File: src/rtl/trig_window_ctrl.sv
// Trigger-window controller: arms on a qualified trigger edge, writes CAP_LEN words into the channel FIFOs, then holds off.
// Optional trigger timestamp is enabled by defining TRIG_TIMESTAMP_EN.
module trig_window_ctrl #(
  parameter int CAP_LEN = 64,
  parameter int HOLDOFF = 16
) (
  input  logic        clk,
  input  logic        rst,
  input  logic        arm,
  input  logic        trig_a,
  input  logic        trig_b,
  input  logic [1:0]  trig_mask,
  input  logic        ff_a,
  input  logic        ff_b,
  input  logic        ovf_clr,
  output logic        fifo_wr,
  output logic        busy,
  output logic [15:0] evt_cnt,
  output logic        ovf,
  output logic [31:0] ts,
  output logic        ts_vld
);

  typedef enum logic [1:0] {
    S_IDLE,
    S_ARMED,
    S_CAPTURE,
    S_HOLD
  } state_t;

  localparam logic [15:0] LAST_WR = 16'(CAP_LEN - 1);
  localparam logic [16:0] HOLD_N  = 17'(HOLDOFF);

  state_t      state;
  logic [15:0] wr_cnt;
  logic [15:0] hold_cnt;
  logic        trig_q;
  logic        trig_or;
  logic        trig_edge;
  logic        full;
  logic        accept;
  logic        lost;
  logic        trunc;
  logic        hold_done;

  assign trig_or   = (trig_a & trig_mask[0]) | (trig_b & trig_mask[1]);
  assign trig_edge = trig_or & ~trig_q;
  assign full      = ff_a | ff_b;
  assign accept    = (state == S_ARMED) & arm & trig_edge & ~full;
  assign lost      = (state == S_ARMED) & arm & trig_edge & full;
  assign trunc     = (state == S_CAPTURE) & full;
  assign hold_done = ({1'b0, hold_cnt} + 17'd1) >= HOLD_N;

  // Writes stop the very cycle either FIFO reports full.
  assign fifo_wr = (state == S_CAPTURE) & ~full;
  assign busy    = (state == S_CAPTURE) | (state == S_HOLD);

  // Registered copy of the qualified trigger OR for edge detection.
  always_ff @(posedge clk) begin
    if (rst) trig_q <= 1'b0;
    else     trig_q <= trig_or;
  end

  // Sticky overflow; a new loss wins over a same-cycle clear.
  always_ff @(posedge clk) begin
    if (rst)                ovf <= 1'b0;
    else if (lost | trunc)  ovf <= 1'b1;
    else if (ovf_clr)       ovf <= 1'b0;
  end

  // Capture window state machine with write and holdoff counters.
  always_ff @(posedge clk) begin
    if (rst) begin
      state    <= S_IDLE;
      wr_cnt   <= '0;
      hold_cnt <= '0;
      evt_cnt  <= '0;
    end else begin
      unique case (state)
        S_IDLE: begin
          if (arm) state <= S_ARMED;
        end
        S_ARMED: begin
          if (!arm) begin
            state <= S_IDLE;
          end else if (accept) begin
            state  <= S_CAPTURE;
            wr_cnt <= '0;
          end
        end
        S_CAPTURE: begin
          if (full) begin
            state    <= S_HOLD;
            hold_cnt <= '0;
          end else if (wr_cnt == LAST_WR) begin
            state    <= S_HOLD;
            hold_cnt <= '0;
            evt_cnt  <= evt_cnt + 16'd1;
          end else begin
            wr_cnt <= wr_cnt + 16'd1;
          end
        end
        S_HOLD: begin
          if (hold_done) state <= arm ? S_ARMED : S_IDLE;
          else           hold_cnt <= hold_cnt + 16'd1;
        end
        default: state <= S_IDLE;
      endcase
    end
  end

`ifdef TRIG_TIMESTAMP_EN
  logic [31:0] cyc_cnt;

  // Free-running cycle counter latched on each accepted trigger.
  always_ff @(posedge clk) begin
    if (rst) begin
      cyc_cnt <= '0;
      ts      <= '0;
      ts_vld  <= 1'b0;
    end else begin
      cyc_cnt <= cyc_cnt + 32'd1;
      ts_vld  <= accept;
      if (accept) ts <= cyc_cnt;
    end
  end
`else
  assign ts     = '0;
  assign ts_vld = 1'b0;
`endif

endmodule
File: config.mk
export PLATFORM = sky130hd
export DESIGN_NAME = trig_window_ctrl
export DESIGN_NICKNAME = d
export VERILOG_FILES = /design/src/rtl/trig_window_ctrl.sv
export SDC_FILE = /design/constraint.sdc
export NUM_CORES = 1
export LEC_CHECK = 0
export CORE_MARGIN = 2
export CORE_UTILIZATION = 50
export CTS_CLUSTER_DIAMETER = 60
export DETAILED_ROUTE_END_ITERATION = 10
export GPL_TIMING_DRIVEN = 0
export MAX_ROUTING_LAYER = met4
export PLACE_DENSITY = 0.85
export SLEW_MARGIN = 20
export SYNTH_ARGS = -nofsm -noshare
export SYNTH_HDL_FRONTEND = slang
export SYNTH_SLANG_ARGS = --single-unit
File: constraint.sdc
create_clock -name clk -period 2.4 [get_ports clk]
set_input_delay 0.36 -clock clk [delete_from_list [all_inputs] [get_ports clk]]
set_output_delay 0.36 -clock clk [all_outputs]
set_load 0.005 [all_outputs]
* After elaboration in Yosys (flattened, before gate mapping)
Cells that the tools add are included.
Widths: inputs -> output; s select.
** Word-level totals
- Bits in read-only memories :: 0
- Output and inout port bits :: 52
- Memories kept :: 0
- Latch bits :: 0
- RAM bits :: 0
- Flip-flop bits (word level) :: 52
** Cells by class
- Mux-type cells :: 19
- Reduce and logical (&&, ||, !) cells :: 8
- $add $sub $neg :: 4
- $mul :: 0
- Order comparisons :: 1
- Shift operators :: 0
- Bitwise operators :: 15
- Divide/modulo/power cells :: 0
- Eq/ne operators :: 13
** Operators by type and width (count)
- $mux 16 :: 7
- $pmux 16 s2 :: 2
- $add 16x1->16 const B :: 3
- $add 16x1->17 const B :: 1
- $ge 17x5->1 const B :: 1
- $eq 16x6->1 const B :: 1
- $ne 2x2->1 const B :: 7
- $mux 2 :: 6
- $and 1x1->1 :: 9
- $pmux 2 s4 :: 1
- $reduce_and 3->1 :: 2
- $reduce_bool 2->1 :: 3
- $reduce_and 5->1 :: 1
- $eq 2x2->1 const B :: 2
- $or 1x1->1 :: 4
- $reduce_and 4->1 :: 1
- $mux 1 :: 3
- $ne 3x2->1 const B :: 1
- $ne 3x3->1 const B :: 1
- $eq 2x1->1 const B :: 1
- $logic_not 2->1 :: 1
- $not 1->1 :: 2

* Depth between registers and ports, before layout
Gate-level depths: netlist of run 1.
- Depth after elaboration :: 8
- Mapped depth :: 8
- Depth with buffers taken out :: 7

* Worst setup path after synthesis of run 1
Ideal clock, no wire load.
- Kind :: flip-flop to flip-flop
- Start :: register hold_cnt[0]
- End :: register hold_cnt[10]
- Arrival time :: 2.024 ns
- Data required time :: 2.272 ns
- Cell stages (with the launch flop) :: 9
- Slack :: 0.248 ns
- Cells stage by stage :: dfxtp_1 ha_1 nand3_1 nor4_1 xor2_1 or4_4 o21ai_4 buf_6 a21oi_1
** On the way
- Cells in the longest elaborated chain, start to end :: 4
- Elaborated cells on any way between the ends :: 7
** Ends and longest elaborated chain
- start: declaration :: line 36 : logic [15:0] hold_cnt;
- start signal: assignment :: line 105 : else hold_cnt <= hold_cnt + 16'd1;
- $add 16x1->17 :: line 52 : assign hold_done = ({1'b0, hold_cnt} + 17'd1) >= HOLD_N;
- $ge 17x5->1 :: line 52
- $ne 2x2->1 (no source line)
- $reduce_and 3->1 (no source line)
Parallel ways exist; a longest one is shown, timed or not. The select of a mux whose other input is x is not followed.
A chain may end at the register's enable or synchronous reset.

==> summary.md, run 1 <==
| Metric | Value |
|---|---|
| Status | finished clean |
| Routed wire length per instance | 13.1 µm |
| CP startpoint kind | flop |
| Final WS setup | 105 ps |
| Row cnt | 27 |
| Max_cap viols | 0 |
| Netlist cell types | 51 |
| Final wirelength | approximately 6400 µm |
| Post-Synth XOR/XNOR Area | under 10% |
| Initial core utilization | between 50% and 60% |
| Tcrit/Tclk final | a little over nine tenths |
| Compound-gate portion of the synthesized area | a little under a tenth |
| Internal power | ~0.0012 W |
| Combinational Power Share | about 7.0% |
| Pre-CTS setup slack | -117 ps |
| First-pass GRT wire length | roughly 10000 µm |
| Largest net degree at the start of global routing | 15 |
| Skew-Pair Late Insertion Delay | a little over 300 ps |
| CP Capture Type | output pin |
| Num CTS Buffers | 5 |
| Post-synth top area share | between 30 and 40% |
| Number of synthesized flops with an enable pin | 0 |
| Number of diodes | 0 |
| Initial DRT Pass Iterations | 4 |
| Post-synthesis adder-cell area fraction | about 1.3% |
| Area contributors post-synth | dfxtp_1, buf_4, xnor2_1 |
| Synth warn | 0 |
| Ys flop type | dfxtp_1 |
| Routability Congestion | between 0.8 and 0.9 |
| Layout net count | 426 |
| P_leak | around 1.4 nW |
| Clk pwr share | 35.5% |
| Die height | between 70 and 80 µm |
| Worst-path cell chain | nor2b_1 > nand2_1 > inv_2 > clkdlybuf4s50_1 |
| Slew Limit Fails | 0 |
| Grt ovf | 0 |
| Area leader, netlist | dfxtp_1 |
| Hold Buf Count CTS | 0 |
| CTS H-Tree Depth | 2 |
| Post-route DRC | 0 |
| Fmax | between 0.4 and 0.5 GHz |
| Largest family of logic cells by synthesized area | simple AND/OR/NAND/NOR gates |
| CP Max Fanout | 10 |
| Clock-pin slew on the worst setup and hold paths | about 90 ps |
| Post-Synth Simple-Gate Area | 30.7% |
| Most common cell in the netlist | dfxtp_1 |
| Gr usage total | roughly a fifth |
| VDD IR max | roughly 200 µV |
| Antenna violations before repair | 0 |
| Final hold violations | 0 |
| Pwr Density | between 400 and 500 nW/µm² |
| Register area share after synthesis | a little over a third |
| Ports | 62 |
| Max_slew headroom | between 50% and 60% |
| Net Sw Frac | approximately 22% |
| Post-layout min period | roughly 2300 ps |
| Setup violations, final | 0 |
| Chip Width | 79.6 µm |
| Post-synthesis mux area share | approximately 1.1% |
| Area Growth Syn to Fin | 23.5% |
| FFs w/ async S/R, synth | 0% |
| Iter 0 DRT Violations | roughly 170 |
| CP max-delay cell | clkdlybuf4s50_1 |
| Via count | roughly 2600 |
| Switching pwr | around 0.00033 W |
| Core ar. | between 5000 and 6000 µm² |
| Critical path type | reg2out |
| Required time of the critical path | a little over 2000 ps |
| Flop pwr share | roughly 57% |
| Avg Synthesized Cell Area | about 8.3 µm² |
| #FFs+latches synth | between 50 and 60 |
| Fin Hold WS | 480 ps |
| Top cells by count, synth | dfxtp_1, nor2_1, buf_4 |
| Port-buffer cells | 28 |
| Vias in the first global route | 2300 |
| Full die area | roughly 6300 µm² |
| Layout Skew | 7.48 ps |
| Worst Tran Pin Value | 636 ps |
| CTS Sinks | 52 |
| Root Driver | clkbuf_8 |
| Mapped cell area | about 2900 µm² |
| Layout cells sized above 1 | between 10% and 20% |
| Post-Synthesis Cells | ~340 |
| Drt via density | between 5 and 6 |
| Worst Hold Class | reg2reg |
| Crit path arrival time | approximately 1900 ps |
| Antenna-violating nets left | 0 |
| TritonCTS clock tree | done |
| Crit-path max cell delay | 540 ps |
| Post-DP HPWL | between 4000 and 5000 µm |
| Max clock buf depth | 2 |
==> per-layer routing <==
metal / vias up / GRT usage [%] / wire length (µm) / part of all wire [%]
met5: - / - / 0 / 0
met4: 0 / 7.07 / 82 / 1.3
met3: 9 / 4.75 / 348 / 5.5
met2: 77 / 34.0 / 3150 / 50
met1: 1194 / 24.3 / 2780 / 44
li1: 1274 / - / - / -
==> through the flow <==
stage / utilization [%] / area [µm²] / TNS [ps] / total power [W] / cells
6_report: 64.1 / 3530 / 0 / 0.00151 / 485
4_1_cts: 62.9 / 3460 / 0 / 0.00152 / 483
3_3_place_gp: 60.8 / 3350 / -161 / 0.000989 / 476
2_1_floorplan: - / 2980 / 0 / 0.000963 / 376
5_1_grt: 64.1 / 3530 / -3.77 / 0.00156 / 485
3_5_place_dp: 60.8 / 3350 / -980 / 0.000990 / 476
==> cells in the final DEF, fill, tap and decap left out, drive strengths merged, types with 12 or more instances in the layout <==
cell type	count
dfxtp	52
nor2	39
buf	36
conb	33
clkdlybuf4s50	28
nand3	24
nand2	20
xnor2	20
a21oi	17
nand2b	16
nor4	16
clkbuf	15
nand4	12
==> sequential cells by signal, summed over array words and instances (netlist names), named ones only <==
signal / cells
hold_cnt: 16
wr_cnt: 16
trig_q: 1
evt_cnt: 16
state: 1
ovf: 1
==> logic make-up (layout without fill, tap and decap cells) <==
| group | count (synthesis) | count (layout) |
|---|---|---|
| AND/OR/NAND/NOR | 161 | 161 |
| flip-flops | 52 | 52 |
| buffers and inverters | 52 | 89 |
| AO/OA/AOI/OAI | 42 | 42 |
| XOR/XNOR | 30 | 30 |
| adder cells (fa/ha/maj) | 3 | 3 |
| multiplexers | 3 | 3 |
| other | 1 | 33 |
==> path summary, 6_finish.rpt <==
check,slack [ps],endpoint,from,cells after the start
setup / recovery,110,fifo_wr,flop,4
hold / removal,480,hold_cnt[15],hold_cnt[15],2
hold reg to reg,480,hold_cnt[15],hold_cnt[15],2
setup reg to reg,120,hold_cnt[9],hold_cnt[2],7
==> power by group through the flow <==
stage               Clock (W)  Combinational (W)  Sequential [W]
floorplan                   0          0.0000764        0.000887
global placement            0           0.000101        0.000888
detailed placement          0           0.000102        0.000888
CTS                  0.000549           0.000103        0.000868
global route         0.000574           0.000115        0.000868
finish               0.000536           0.000105        0.000868
==> final cells by class <==
type                    instances  area, µm²
multi-input cells             272       1670
plain buffers                  42        292
repair buffers                 30        295
clock buffers                   7       96.3
inverters                      10       37.5
fillers                       465       1980
well taps                      72       90.1
flip-flops and latches         52       1050
==> worst max-delay path: cells and delay by family (launching register included) <==
| family | cells | cell delay [ps] |
|---|---|---|
| buf+inv | 2 | 720 |
| flops | 1 | 440 |
| simple gates | 2 | 470 |
==> timing repair <==
| action | CTS | global route |
|---|---|---|
| endpoints found under the setup margin | 11 | 35 |
| pin swaps | 0 | 3 |
| buffers inserted | 0 | 2 |
| resized for setup | 6 | 13 |
Note: power is estimated with default switching activity, not from simulation.
==> run 2: changes to the inputs <==
--- a/config.mk
+++ b/config.mk
@@ -12,6 +12,7 @@
 export GPL_TIMING_DRIVEN = 0
 export MAX_ROUTING_LAYER = met4
 export PLACE_DENSITY = 0.85
+export REMOVE_ABC_BUFFERS = 1
 export SLEW_MARGIN = 20
 export SYNTH_ARGS = -nofsm -noshare
 export SYNTH_HDL_FRONTEND = slang
==> run 2 against run 1 <==
Against the previous run:
- via count is 7.0% lower
- critical endpoint is now hold_cnt[8]
- clock-buffer cell count fell by 2
- maximum frequency increased by 0.26%
- non-clock buffer count is 41 lower
- critical path depth increased by 4
- register-to-register slack about the same
- combinational power shrank 44%
==> summary.md, run 2 (synthesis gave the netlist of run 1 again) <==
| Metric | Value |
|---|---|
| Status | finished clean |
| RSZ-0062 raised after global routing | no |
| Worst Tran Pin Value | 646 ps (+9.90 ps) |
| Placed Area | 3050 µm² (-8.8%) |
| Post-layout min period | 2290 ps (-5.93 ps) |
| Number of diodes | 0 (unchanged) |
| Hold_sp | hold_cnt[15] |
| Antenna-violating nets left | 0 (unchanged) |
| First-pass GRT wire length | 9320 µm (-7.9%) |
| Port-buffer cells | 28 (unchanged) |
| Regs by FF count | evt_cnt x16, hold_cnt x16, wr_cnt x16 |
| CTS Sinks | 52 (unchanged) |
| Routed wire length per instance | 12.7 µm (-2.9%) |
| Routability Congestion | 0.850 (-1.8%) |
| Root Driver | clkbuf_8 |
| Final wirelength | 5660 µm (-11%) |
| Worst Hold Class | reg2reg |
| Crit path arrival time | 2460 ps (+530 ps) |
| Reg-to-reg endpoint | hold_cnt[8] |
| Hold depth | 2 (unchanged) |
| Max clock buf depth | 2 (unchanged) |
| Fill cell count | 490 (+5.4%) |
| Clock-pin slew on the worst setup and hold paths | 110 ps (+20 ps) |
| Full die area | 6340 µm² (unchanged) |
| Required time of the critical path | 2570 ps (+530 ps) |
| Row cnt | 27 (unchanged) |
| Drt via density | 5.33 (+1.3%) |
| Max_cap viols | 0 (unchanged) |
| CP startpoint kind | flop |
| Initial core utilization | 51.9% (unchanged) |
| Initial DRT Pass Iterations | 4 (unchanged) |
| CP Max Fanout | 8 (-2) |
| Storage element area | 1050 µm² (-0.12%) |
| Chip Width | 79.6 µm (unchanged) |
| Ports | 62 (unchanged) |
| Fin Hold WS | 482 ps (+1.24 ps) |
| Iter 0 DRT Violations | 179 (+3.5%) |
| Grt ovf | 0 (unchanged) |
| Worst-path cell chain | ha_1 > and3_1 > xnor2_1 > a31oi_1 > or4_4 > o21ai_4 > buf_4 > a211oi_1 |
| Most frequent cells in the layout | dfxtp_1, nor2_1, conb_1, clkdlybuf4s50_1, nand3_1 |
| Pwr Density | 446 nW/µm² (+4.4%) |
| Worst hold endpoint | hold_cnt[15] |
| Max_slew headroom | 56.9% (-0.38 points) |
| Layout cells sized above 1 | 11.0% (-6.2 points) |
| Die height | 79.6 µm (unchanged) |
| Vias in the first global route | 2126 (-7.6%) |
| Leading cell type in the layout, fill and taps excluded | dfxtp_1 |
| P_leak | 1.15 nW (-15%) |
| VDD IR max | 364 µV (+83%) |
| Post-DP HPWL | 3880 µm (-14%) |
| Worst r2r path cells | 8 (+1) |
| Num CTS Buffers | 5 (unchanged) |
| Post-route DRC | 0 (unchanged) |
| Core ar. | 5510 µm² (unchanged) |
| Area of the multi-input gates | 1700 µm² (+1.6%) |
| Slew Limit Fails | 0 (unchanged) |
| Setup violations, final | 0 (unchanged) |
| Final hold violations | 0 (unchanged) |
| Fin area | 3270 µm² (-7.4%) |
| Area Growth Syn to Fin | 14.3% |
| CTS H-Tree Depth | 2 (unchanged) |
| Gr usage total | 18.6% (-1.8 points) |
| Layout Skew | 13.1 ps (+5.58 ps) |
| Via count | 2374 (-7.0%) |
| CP max-delay cell | or4_4 |
| Skew-Pair Late Insertion Delay | 320 ps (about the same) |
| Antenna violations before repair | 0 (unchanged) |
| Crit-path max cell delay | 580 ps (+40 ps) |
| Hold Buf Count CTS | 0 (unchanged) |
| Layout net count | 385 (-9.6%) |
| TritonCTS clock tree | done |
| Register-to-Register Setup Slack | 110 ps (about the same) |
| Fmax | 0.437 GHz (+0.26%) |
| CP Capture Type | flop |
| Critical R2R Launch | hold_cnt[0] |
| Critical path type | reg2reg |
| Largest net degree at the start of global routing | 43 (+28) |
| Tcrit/Tclk final | 95.4% (-0.25 points) |
-- run 2: changes by cell type in the layout (fill, tap and decap cells not counted), moves of 2 or more --
cell      delta
buf_4       -32
clkbuf_1     -6
clkbuf_2     -2
clkbuf_8     -2
nor4_1       -2
nor4_2       +2
-- run 2: cell type report --
type	instances	area share, %
Clock buffer	5	2.11
Sequential cell	52	32.1
Timing Repair Buffer	31	9.12
Clock inverter	3	0.843
Inverter	10	1.15
Tap cell	72	2.76
Multi-Input combinational cell	272	52.0
-- run 2: per-stage QoR --
step           std cells  util, %  TNS [ps]  worst slack (ps)  power (W)
2_1_floorplan        334        -         0               189   0.000917
4_1_cts              444     57.9     -36.6             -26.7    0.00147
3_3_place_gp         434     55.5     -4400              -380   0.000946
3_5_place_dp         434     55.4     -4280              -486   0.000945
6_report             445     59.3         0               111    0.00146
5_1_grt              445     59.3         0              2.19    0.00151
-- run 2: worst max path at each step --
stage	from	to	depth (start not counted)
6_report	hold_cnt[0]	hold_cnt[8]	8
5_1_grt	hold_cnt[0]	hold_cnt[8]	8
4_1_cts	wr_cnt[0]	evt_cnt[15]	7
3_5_place_dp	wr_cnt[0]	hold_cnt[2]	7
3_3_place_gp	wr_cnt[0]	hold_cnt[2]	7
2_1_floorplan	wr_cnt[0]	hold_cnt[2]	7
-- run 2: worst max-delay path: cells and delay by family (launching register included) --
family | cells | cell delay (ps)
compound gates | 3 | 360
simple gates | 2 | 830
buf+inv | 1 | 180
fa+ha+maj | 1 | 230
xor+xnor | 1 | 140
flops | 1 | 410
-- run 2: report_power, final --
part	switching (W)	internal (W)	total (W)
sequential	0.00000345	0.000865	0.000868
combinational	0.0000352	0.0000238	0.0000590
clock	0.000316	0.000215	0.000531
-- run 2: metal layers --
metal	global-route usage [%]	wire [µm]
met5	-	0
met4	5.17	66
met3	3.73	236
met2	31.0	2710
met1	22.9	2650
-- run 2: timing repair --
action,CTS,global route
gates resized for setup,5,17
pin swaps,1,2
setup endpoints to repair,19,37
buffers inserted,2,1
